--- src/rtl/bitops_pkg.sv ---
// Types and constants shared by the serial word assembler and the bit-reversal stage.
package bitops_pkg;

   typedef enum logic {
      COLLECT = 1'b0,
      HOLD    = 1'b1
   } asm_state_e;

   localparam int DEFAULT_DATA_WIDTH = 32;

   // Width able to hold a bit count from 0 up to and including w.
   function automatic int cnt_width(input int w);
      if (w < 1) begin
         return 1;
      end
      return $clog2(w + 1);
   endfunction

endpackage

--- src/rtl/word_out_reg.sv ---
// Output holding register for assembled words: dout/dout_len/dout_valid with a
// valid/ready handshake. "free" reports that a new word may load this cycle.
module word_out_reg #(
   parameter int DATA_WIDTH = 32,
   parameter int CNT_W      = 6
) (
   input  logic                  clk,
   input  logic                  resetn,
   input  logic                  load,
   input  logic [DATA_WIDTH-1:0] load_data,
   input  logic [CNT_W-1:0]      load_len,
   input  logic                  dout_ready,
   output logic [DATA_WIDTH-1:0] dout,
   output logic [CNT_W-1:0]      dout_len,
   output logic                  dout_valid,
   output logic                  free
);

   logic [DATA_WIDTH-1:0] dout_q, dout_d;
   logic [CNT_W-1:0]      len_q, len_d;
   logic                  valid_q, valid_d;

   always_ff @(posedge clk or negedge resetn) begin
      if (!resetn) begin
         dout_q  <= '0;
         len_q   <= '0;
         valid_q <= 1'b0;
      end else begin
         dout_q  <= dout_d;
         len_q   <= len_d;
         valid_q <= valid_d;
      end
   end

   // A word draining this cycle makes room for a new one on the same edge.
   always_comb begin
      free    = !valid_q || dout_ready;
      dout_d  = dout_q;
      len_d   = len_q;
      valid_d = valid_q;
      if (load) begin
         dout_d  = load_data;
         len_d   = load_len;
         valid_d = 1'b1;
      end else if (valid_q && dout_ready) begin
         valid_d = 1'b0;
      end
   end

   assign dout       = dout_q;
   assign dout_len   = len_q;
   assign dout_valid = valid_q;

endmodule

--- src/rtl/serial_word_assembler.sv ---
// Collects an LSB-first serial bitstream into words; supports backpressure and
// a flush that closes a partial, zero-padded word.
module serial_word_assembler
   import bitops_pkg::*;
#(
   parameter int  DATA_WIDTH = DEFAULT_DATA_WIDTH,
   localparam int CNT_W      = cnt_width(DATA_WIDTH)
) (
   input  logic                  clk,
   input  logic                  resetn,
   input  logic                  din,
   input  logic                  din_valid,
   output logic                  din_ready,
   input  logic                  flush,
   output logic [DATA_WIDTH-1:0] dout,
   output logic                  dout_valid,
   input  logic                  dout_ready,
   output logic [CNT_W-1:0]      dout_len
);

   asm_state_e            state_q, state_d;
   logic [CNT_W-1:0]      cnt_q, cnt_d, eff_cnt;
   logic [DATA_WIDTH-1:0] acc_q, acc_d, acc_w;
   logic                  accept, close_word, out_free, load;
   logic [DATA_WIDTH-1:0] load_data;
   logic [CNT_W-1:0]      load_len;

   assign accept  = din_valid && din_ready;
   assign eff_cnt = cnt_q + CNT_W'(accept);

   // Bit position equals arrival order; the accumulator is never shifted.
   for (genvar gi = 0; gi < DATA_WIDTH; gi++) begin : g_acc_bit
      assign acc_w[gi] = (accept && (cnt_q == CNT_W'(gi))) ? din : acc_q[gi];
   end

   assign close_word = (state_q == COLLECT) &&
                       ((eff_cnt == CNT_W'(DATA_WIDTH)) || (flush && (eff_cnt != '0)));

   always_ff @(posedge clk or negedge resetn) begin
      if (!resetn) begin
         state_q <= COLLECT;
         cnt_q   <= '0;
         acc_q   <= '0;
      end else begin
         state_q <= state_d;
         cnt_q   <= cnt_d;
         acc_q   <= acc_d;
      end
   end

   always_comb begin
      state_d = state_q;
      cnt_d   = cnt_q;
      acc_d   = acc_q;
      case (state_q)
         COLLECT: begin
            if (close_word && out_free) begin
               cnt_d = '0;
               acc_d = '0;
            end else begin
               cnt_d = eff_cnt;
               acc_d = acc_w;
               if (close_word) begin
                  state_d = HOLD;
               end
            end
         end
         HOLD: begin
            if (out_free) begin
               state_d = COLLECT;
               cnt_d   = '0;
               acc_d   = '0;
            end
         end
         default: state_d = COLLECT;
      endcase
   end

   always_comb begin
      din_ready = 1'b0;
      load      = 1'b0;
      load_data = acc_w;
      load_len  = eff_cnt;
      case (state_q)
         COLLECT: begin
            din_ready = 1'b1;
            load      = close_word && out_free;
         end
         HOLD: begin
            load      = out_free;
            load_data = acc_q;
            load_len  = cnt_q;
         end
         default: ;
      endcase
   end

   word_out_reg #(
      .DATA_WIDTH(DATA_WIDTH),
      .CNT_W     (CNT_W)
   ) u_out (
      .clk       (clk),
      .resetn    (resetn),
      .load      (load),
      .load_data (load_data),
      .load_len  (load_len),
      .dout_ready(dout_ready),
      .dout      (dout),
      .dout_len  (dout_len),
      .dout_valid(dout_valid),
      .free      (out_free)
   );

endmodule

--- config.mk ---
export PLATFORM = sky130hd
export DESIGN_NAME = serial_word_assembler
export DESIGN_NICKNAME = d
export VERILOG_FILES = /design/src/rtl/bitops_pkg.sv /design/src/rtl/word_out_reg.sv /design/src/rtl/serial_word_assembler.sv
export SDC_FILE = /design/constraint.sdc
export NUM_CORES = 1
export LEC_CHECK = 0
export BUFFER_PORTS_ARGS = -buffer_cell sky130_fd_sc_hd__buf_2
export CAP_MARGIN = 20
export CELL_PAD_IN_SITES_DETAIL_PLACEMENT = 1
export CELL_PAD_IN_SITES_GLOBAL_PLACEMENT = 2
export CORE_UTILIZATION = 38
export CTS_BUF_LIST = sky130_fd_sc_hd__clkbuf_4
export CTS_CLUSTER_SIZE = 20
export DETAILED_ROUTE_END_ITERATION = 10
export PLACE_DENSITY_LB_ADDON = 0.25
export SETUP_SLACK_MARGIN = 0.4
export SYNTH_ARGS = -nofsm -noshare
export SYNTH_HDL_FRONTEND = slang
export SYNTH_SLANG_ARGS = --single-unit
--- constraint.sdc ---
create_clock -name clk -period 3.1 [get_ports clk]
set_input_delay 0.465 -clock clk [delete_from_list [all_inputs] [get_ports clk]]
set_output_delay 0.465 -clock clk [all_outputs]
set_load 0.05 [all_outputs]
==> results of run 1 <==
worst max path at each step:
stage	cells past startpoint	endpoint	slack (ns)	start
5_1_grt	10	u_out.dout[28]$_DFFE_PN0P_	0.40	state_q$_DFF_PN0_
6_report	10	u_out.dout[7]$_DFFE_PN0P_	0.61	state_q$_DFF_PN0_
3_5_place_dp	11	acc_q[13]$_DFFE_PN0P_	0.06	din_valid
2_1_floorplan	12	u_out.dout[12]$_DFFE_PN0P_	0.46	state_q$_DFF_PN0_
3_3_place_gp	11	acc_q[5]$_DFFE_PN0P_	0.18	din_valid
4_1_cts	10	u_out.dout[7]$_DFFE_PN0P_	0.44	state_q$_DFF_PN0_
area by class of cell:
cell class / count / area (sq um) / share of cell area
sequential: 78 / 1950 / 0.465
multi-input combinational: 253 / 1550 / 0.370
timing repair buffer: 58 / 359 / 0.0856
tap: 129 / 161 / 0.0385
clock inverter: 7 / 81.3 / 0.0194
clock buffer: 9 / 67.6 / 0.0161
inverter: 6 / 22.5 / 0.00537
sequential cells by signal, summed over array words and instances (netlist names):
register	count
acc_q	32
state_q	1
u_out.dout_len	6
u_out.dout_valid	1
u_out.dout	32
cnt_q	6
synth_stat cells (all sizes together), types with 3 or more instances:
cell,n,area [sq um]
dfrtp,78,1950
o21ai,67,347
nor2,53,209
mux2i,32,320
nand2,30,113
clkbuf,16,62.6
buf,10,71.3
nand3,8,40.0
nor3,7,40.0
a21oi,6,45.1
nor2b,6,37.5
inv,5,18.8
nor4,4,25.0
o31ai,4,30.0
nand2b,3,18.8
report_power, final:
part / internal (mW) / switching (mW)
sequential: 1.11 / 0.0589
combinational: 0.439 / 1.14
clock: 0.255 / 0.392
total: 1.81 / 1.59
layer usage:
| layer | track usage | share of wire | up-vias | wire length (um) |
|---|---|---|---|---|
| li1 | - | - | 1343 | - |
| met1 | 0.279 | 0.48 | 1447 | 4320 |
| met2 | 0.309 | 0.47 | 41 | 4240 |
| met3 | 0.0397 | 0.034 | 12 | 305 |
| met4 | 0.0645 | 0.015 | 0 | 132 |
| met5 | 0 | 0 | - | 0 |
critical path: stages, from the launching register on:
cell,delay [ns]
dfrtp_1,0.41
nor2b_1,0.13
ha_1,0.27
ha_2,0.27
nor3_1,0.08
a31o_2,0.30
a21oi_4,0.28
nor2_4,0.11
o21ai_4,0.14
buf_8,0.22
o21ai_0,0.13
per-stage QoR:
stage	hold slack [ns]	util	total power, mW	setup slack [ns]
floorplan	0.169	-	2.31	0.460
CTS	0.207	0.446	3.35	0.440
finish	0.394	0.454	3.39	0.606
detailed placement	0.492	0.429	2.67	0.0553
global route	0.380	0.454	3.62	0.400
global placement	0.488	0.429	2.64	0.179
cell families after synthesis:
logic type,share of synthesized area
multiplexers,0.0881
AND/OR/NAND/NOR,0.153
XOR/XNOR,0.00964
flip-flops,0.537
buffers and inverters,0.0430
adder cells (fa/ha/maj),0.00688
AO/OA/AOI/OAI,0.163
what timing repair did:
item / in CTS / in global routing
buffers inserted: 0 / 2
hold buffers: 0 / 1
cloned: 0 / 0
pin swaps: 0 / 1
gates resized for setup: 2 / 6
endpoints found under the hold margin: 0 / 8
endpoints found under the setup margin: 36 / 53
==> flow_summary.ini, run 1 <==
[timing]
report.final.setup_viol = 0
finalCriticalPeriod_ns = 2.49
finalCritPeriodShare = 0.804
grt_setup_unrepaired = false
drv_slew = 0
timing.final.hold_violations = 0
fin_tns_setup_ns = 0
worst_slew_margin_rel = 0.521
clock.fmax_mhz = 401
worst-slew-pin-transition_ns = 0.712
clock_skew_ns = 0.0209

[cts]
max-clock-path-buffers = 2
clk-insertion-delay-late_ns = 0.43
tritoncts.num_buffers = 9
worst_setup_hold_path_clk_slew_ns = 0.14
clockRootBuffer = clkbuf_4
numClockSinks = 78
htreeDepth = 3
tritoncts_clock_tree = done

[grt]
antenna_violations_before_repair = 0
overflow = 0
vias_in_the_first_global_route = 2845
grtUsageTotal = 0.199
wire_length_of_the_first_global_routing_pass_um = 15200
grt_max_degree = 79

[worst_setup_path]
timing.setup.critical_path_class = reg2reg
worst_setup_path_end_kind = flip-flop
cp.required_ns = 3.40
path_max_fanout = 33
cp.arrival_ns = 2.79
r2r_end = u_out.dout[7]$_DFFE_PN0P_
rrSetupSlack_ns = 0.61
reg2regPathDepth = 10
critical_path.startpoint_type = flip-flop
regToRegStartpoint = state_q$_DFF_PN0_

[synthesis]
post_synth_instance_area_sq_um = 3640
synthesis.instances = 363
yosys_warnings = 0
synth_seq_area_share = 0.537
ys_ff_latch = 78
synth-main-ff-cell = dfrtp_1
asyncSetResetFlopFracSynth = 1.00
synth_edf_count = 0
post_synth_num_cell_types = 52
syn-num-nets = 371
syn_area_cell_sq_um = 10.0

[hold_path]
hold_path_class = in2async

[cells_and_area]
synthToLayoutAreaGrowth_pct = 15.4
layout.nets = 414
most_common_library_cell_in_the_layout_ignoring_fill_and_taps = dfrtp_1
post_route_non_filler_standard_cell_count = 540
layout_cells_sized_above_1 = 0.217
nFillCells = 1074
antenna_cells_inserted = 0
final_cell_mix = 78 x dfrtp_1, 58 x o21ai_0, 51 x nor2_1
final_cell_area_sq_um = 4200

[pwr]
irDropWorstVdd_mv = 0.396
total_leakage_power_nw = 2.09
power.density_cell_area_nw_per_um2 = 809

[place]
placed_cell_area_sq_um = 3960
port-buffer-count = 45
globalplace.congestion = 0.798
detailed_place_hpwl_um = 5840
dp.cells = 520

[routing]
vias_per_cell = 5.26
remaining_drcs = 0
via_count = 2843
total_wire_length_after_detailed_routing_um = 9000
drt-pass1-iter-count = 4
avgRoutedWirePerCell_um = 16.7
drt_first_iter_violations = 120
drt.antenna.violating_nets = 0

[flow_run]
max_cap_viol_count = 0

[floorplan]
fp.dieArea_sq_um = 9960
design.core.area_sq_um = 9240
fp.dieH_um = 99.8
fp-row-count = 35
starting_density_of_the_core = 0.394
ioPinCount = 46
die_width_um = 99.8

[outcome]
status = finished clean
No activity file was read; power rests on OpenSTA's default activity.
==> inputs of run 2 (changes only) <==
--- a/config.mk
+++ b/config.mk
@@ -5,11 +5,12 @@
 export SDC_FILE = /design/constraint.sdc
 export NUM_CORES = 1
 export LEC_CHECK = 0
+export ABC_AREA = 1
 export BUFFER_PORTS_ARGS = -buffer_cell sky130_fd_sc_hd__buf_2
 export CAP_MARGIN = 20
 export CELL_PAD_IN_SITES_DETAIL_PLACEMENT = 1
 export CELL_PAD_IN_SITES_GLOBAL_PLACEMENT = 2
-export CORE_UTILIZATION = 38
+export CORE_UTILIZATION = 32
 export CTS_BUF_LIST = sky130_fd_sc_hd__clkbuf_4
 export CTS_CLUSTER_SIZE = 20
 export DETAILED_ROUTE_END_ITERATION = 10
==> constraint.sdc (replaced) <==
create_clock -name clk -period 2 [get_ports clk]
set_input_delay 0.3 -clock clk [delete_from_list [all_inputs] [get_ports clk]]
set_output_delay 0.3 -clock clk [all_outputs]
set_load 0.05 [all_outputs]
==> flow_summary.ini, run 2 <==
[grt]
overflow = 0
antenna_violations_before_repair = 0
grt_max_degree = 41
grtUsageTotal = 0.200
vias_in_the_first_global_route = 3850
wire_length_of_the_first_global_routing_pass_um = 19900

[pwr]
power.share.switching = 0.486
net-switching-power_mw = 3.11
power_frac_clock = 0.152
cell_internal_pwr_mw = 3.29
combPwrFrac = 0.544
total_leakage_power_nw = 2.52
irDropWorstVdd_mv = 0.600
power.density_cell_area_nw_per_um2 = 1340
power.total_mw = 6.40
share_seq_of_total_power = 0.304

[timing]
report.final.setup_viol = 72
finalCriticalPeriod_ns = 2.10
fin_tns_setup_ns = -4.22
worst_setup_slack_after_layout_ns = -0.0996
drv_slew = 0
worst_slew_margin_rel = 0.651
worst-slew-pin-transition_ns = 0.523
timing.final.hold_violations = 0
grt_setup_unrepaired = true
clock.fmax_mhz = 476
finalCritPeriodShare = 1.05
clock_skew_ns = 0.0121

[synthesis]
ys_top_cells_by_count = 216 x nand2_1, 90 x nand3_1, 78 x dfrtp_1
synthesis.instances = 519
synth-main-ff-cell = dfrtp_1
synth_edf_count = 0
synth_area_leaders = dfrtp_1 50%, nand2_1 21%, nand3_1 11%
synth_mux_area_frac = 0
yosys.area_share.simple = 0.360
syn_area_cell_sq_um = 7.58
ys_ff_latch = 78
synth_area_leader_cell = dfrtp_1
synth.most_common_cell = nand2_1
yosys.area_share.adder = 0.00636
post_synth_num_cell_types = 22
yosys_warnings = 0
main_combinational_cell_family_by_area_after_synthesis = simple AND/OR/NAND/NOR gates
syn-num-nets = 527
synth-xor-area-share = 0
synth_compound_area_frac = 0.0795
post_synth_instance_area_sq_um = 3940
synth_seq_area_share = 0.496
asyncSetResetFlopFracSynth = 1.00
synth.top_cell.area_share = 0.496

[floorplan]
starting_density_of_the_core = 0.328
fp.dieArea_sq_um = 12700
design.core.area_sq_um = 12000
fp-row-count = 40
ioPinCount = 46
die_width_um = 113
fp.dieH_um = 113

[routing]
drt-pass1-iter-count = 4
total_wire_length_after_detailed_routing_um = 12300
remaining_drcs = 0
via_count = 3725
avgRoutedWirePerCell_um = 17.0
drt_first_iter_violations = 186
vias_per_cell = 5.15
drt.antenna.violating_nets = 0

[cts]
clk-insertion-delay-late_ns = 0.45
worst_setup_hold_path_clk_slew_ns = 0.13
numClockSinks = 78
clockRootBuffer = clkbuf_4
tritoncts_clock_tree = done
htreeDepth = 3
tritoncts.num_buffers = 9
max-clock-path-buffers = 2

[place]
globalplace.congestion = 0.853
dp.cells = 700
port-buffer-count = 45
detailed_place_hpwl_um = 8020

[cells_and_area]
most_common_library_cell_in_the_layout_ignoring_fill_and_taps = nand2_1
final_cell_mix = 198 x nand2_1, 86 x nand3_1, 78 x dfrtp_1
post_route_non_filler_standard_cell_count = 723
synthToLayoutAreaGrowth_pct = 21.4
fin_util = 0.398
antenna_cells_inserted = 0
layout.nets = 579
layout_cells_sized_above_1 = 0.220

[worst_setup_path]
cp.arrival_ns = 2.50
worst_setup_path_end_kind = flip-flop
reg2regPathDepth = 16
cp.required_ns = 2.40
critical_path.startpoint_type = flip-flop
r2r_end = u_out.dout[13]$_DFFE_PN0P_
path_max_fanout = 16
timing.setup.critical_path_class = reg2reg
regToRegStartpoint = state_q$_DFF_PN0_
setup.worst_path.start = state_q$_DFF_PN0_
rrSetupSlack_ns = -0.1
worst_setup_path_endpoint = u_out.dout[13]$_DFFE_PN0P_

[hold_path]
min_delay_path_depth = 4
hold_path_class = in2reg

[flow_run]
max_cap_viol_count = 0

[outcome]
status = complete, but fails checks
violations = setup timing
run 2: worst min path at each step:
stage | start | to | slack (ns)
2_1_floorplan | resetn | acc_q[0]$_DFFE_PN0P_ | 0.004
3_3_place_gp | resetn | u_out.dout[3]$_DFFE_PN0P_ | 0.31
3_5_place_dp | resetn | u_out.dout[3]$_DFFE_PN0P_ | 0.31
4_1_cts | flush | cnt_q[5]$_DFFE_PN0P_ | 0.19
5_1_grt | flush | cnt_q[5]$_DFFE_PN0P_ | 0.18
6_report | flush | cnt_q[5]$_DFFE_PN0P_ | 0.19
run 2: critical path: stages, from the launching register on:
cell and delay, ns:
dfrtp_1 0.43, clkinv_4 0.07, nand2_4 0.06, inv_2 0.04, ha_4 0.16, ha_4 0.27, inv_2 0.03, nand2_1 0.07
nor2_2 0.04, nand3_2 0.07, nand2_2 0.06, nand2_2 0.10, nand3_4 0.17, nand2_8 0.17, buf_12 0.15, nand2_1 0.07
nand2_1 0.07
run 2: layout make-up:
| type | count | area, sq um |
|---|---|---|
| Inverter | 17 | 68.8 |
| Tap cell | 147 | 184 |
| Clock inverter | 7 | 65.1 |
| Clock buffer | 9 | 67.6 |
| Timing Repair Buffer | 73 | 553 |
| Multi-Input combinational cell | 392 | 1890 |
| Sequential cell | 78 | 1950 |
| Fill cell | 1465 | 7240 |
run 2: repair_timing:
item	in CTS	in global routing
gates cloned	0	3
endpoints found under the setup margin	79	79
pin swaps	0	2
hold buffers	1	0
resized for setup	9	26
hold endpoints to repair	33	0
buffers inserted	0	3
run 2: logic make-up (layout without fill, tap and decap cells):
| logic type | count (synthesis) | after routing |
|---|---|---|
| and+or+nand+nor | 335 | 335 |
| DFF | 78 | 78 |
| adders and majority gates | 2 | 2 |
| buffers and inverters | 49 | 106 |
| AOI/OAI and AO/OA | 55 | 55 |
run 2: routing by layer:
layer,vias up,GRT usage,wire length (um)
li1,1798,-,-
met1,1853,0.272,5950
met2,57,0.322,5740
met3,17,0.0370,343
met4,0,0.0675,261
met5,-,0,0
run 2: stage by stage:
stage                     setup WS (ns)  cell area, sq um  hold WS (ns)
after global routing             -0.215              4780         0.183
after global placement           0.0458              4430         0.314
after detailed placement        -0.0715              4430         0.314
after CTS                       -0.0587              4610         0.191
final                           -0.0996              4780         0.194
after floorplan                  -0.222              3990       0.00441
run 2: power groups by stage:
| stage | Sequential, mW | Clock [mW] | Combinational (mW) |
|---|---|---|---|
| 2_1_floorplan | 2.32 | 0 | 1.68 |
| 3_3_place_gp | 1.97 | 0 | 2.89 |
| 3_5_place_dp | 1.98 | 0 | 2.92 |
| 4_1_cts | 1.95 | 1.01 | 2.98 |
| 5_1_grt | 1.98 | 1.08 | 3.77 |
| 6_report | 1.95 | 0.972 | 3.48 |
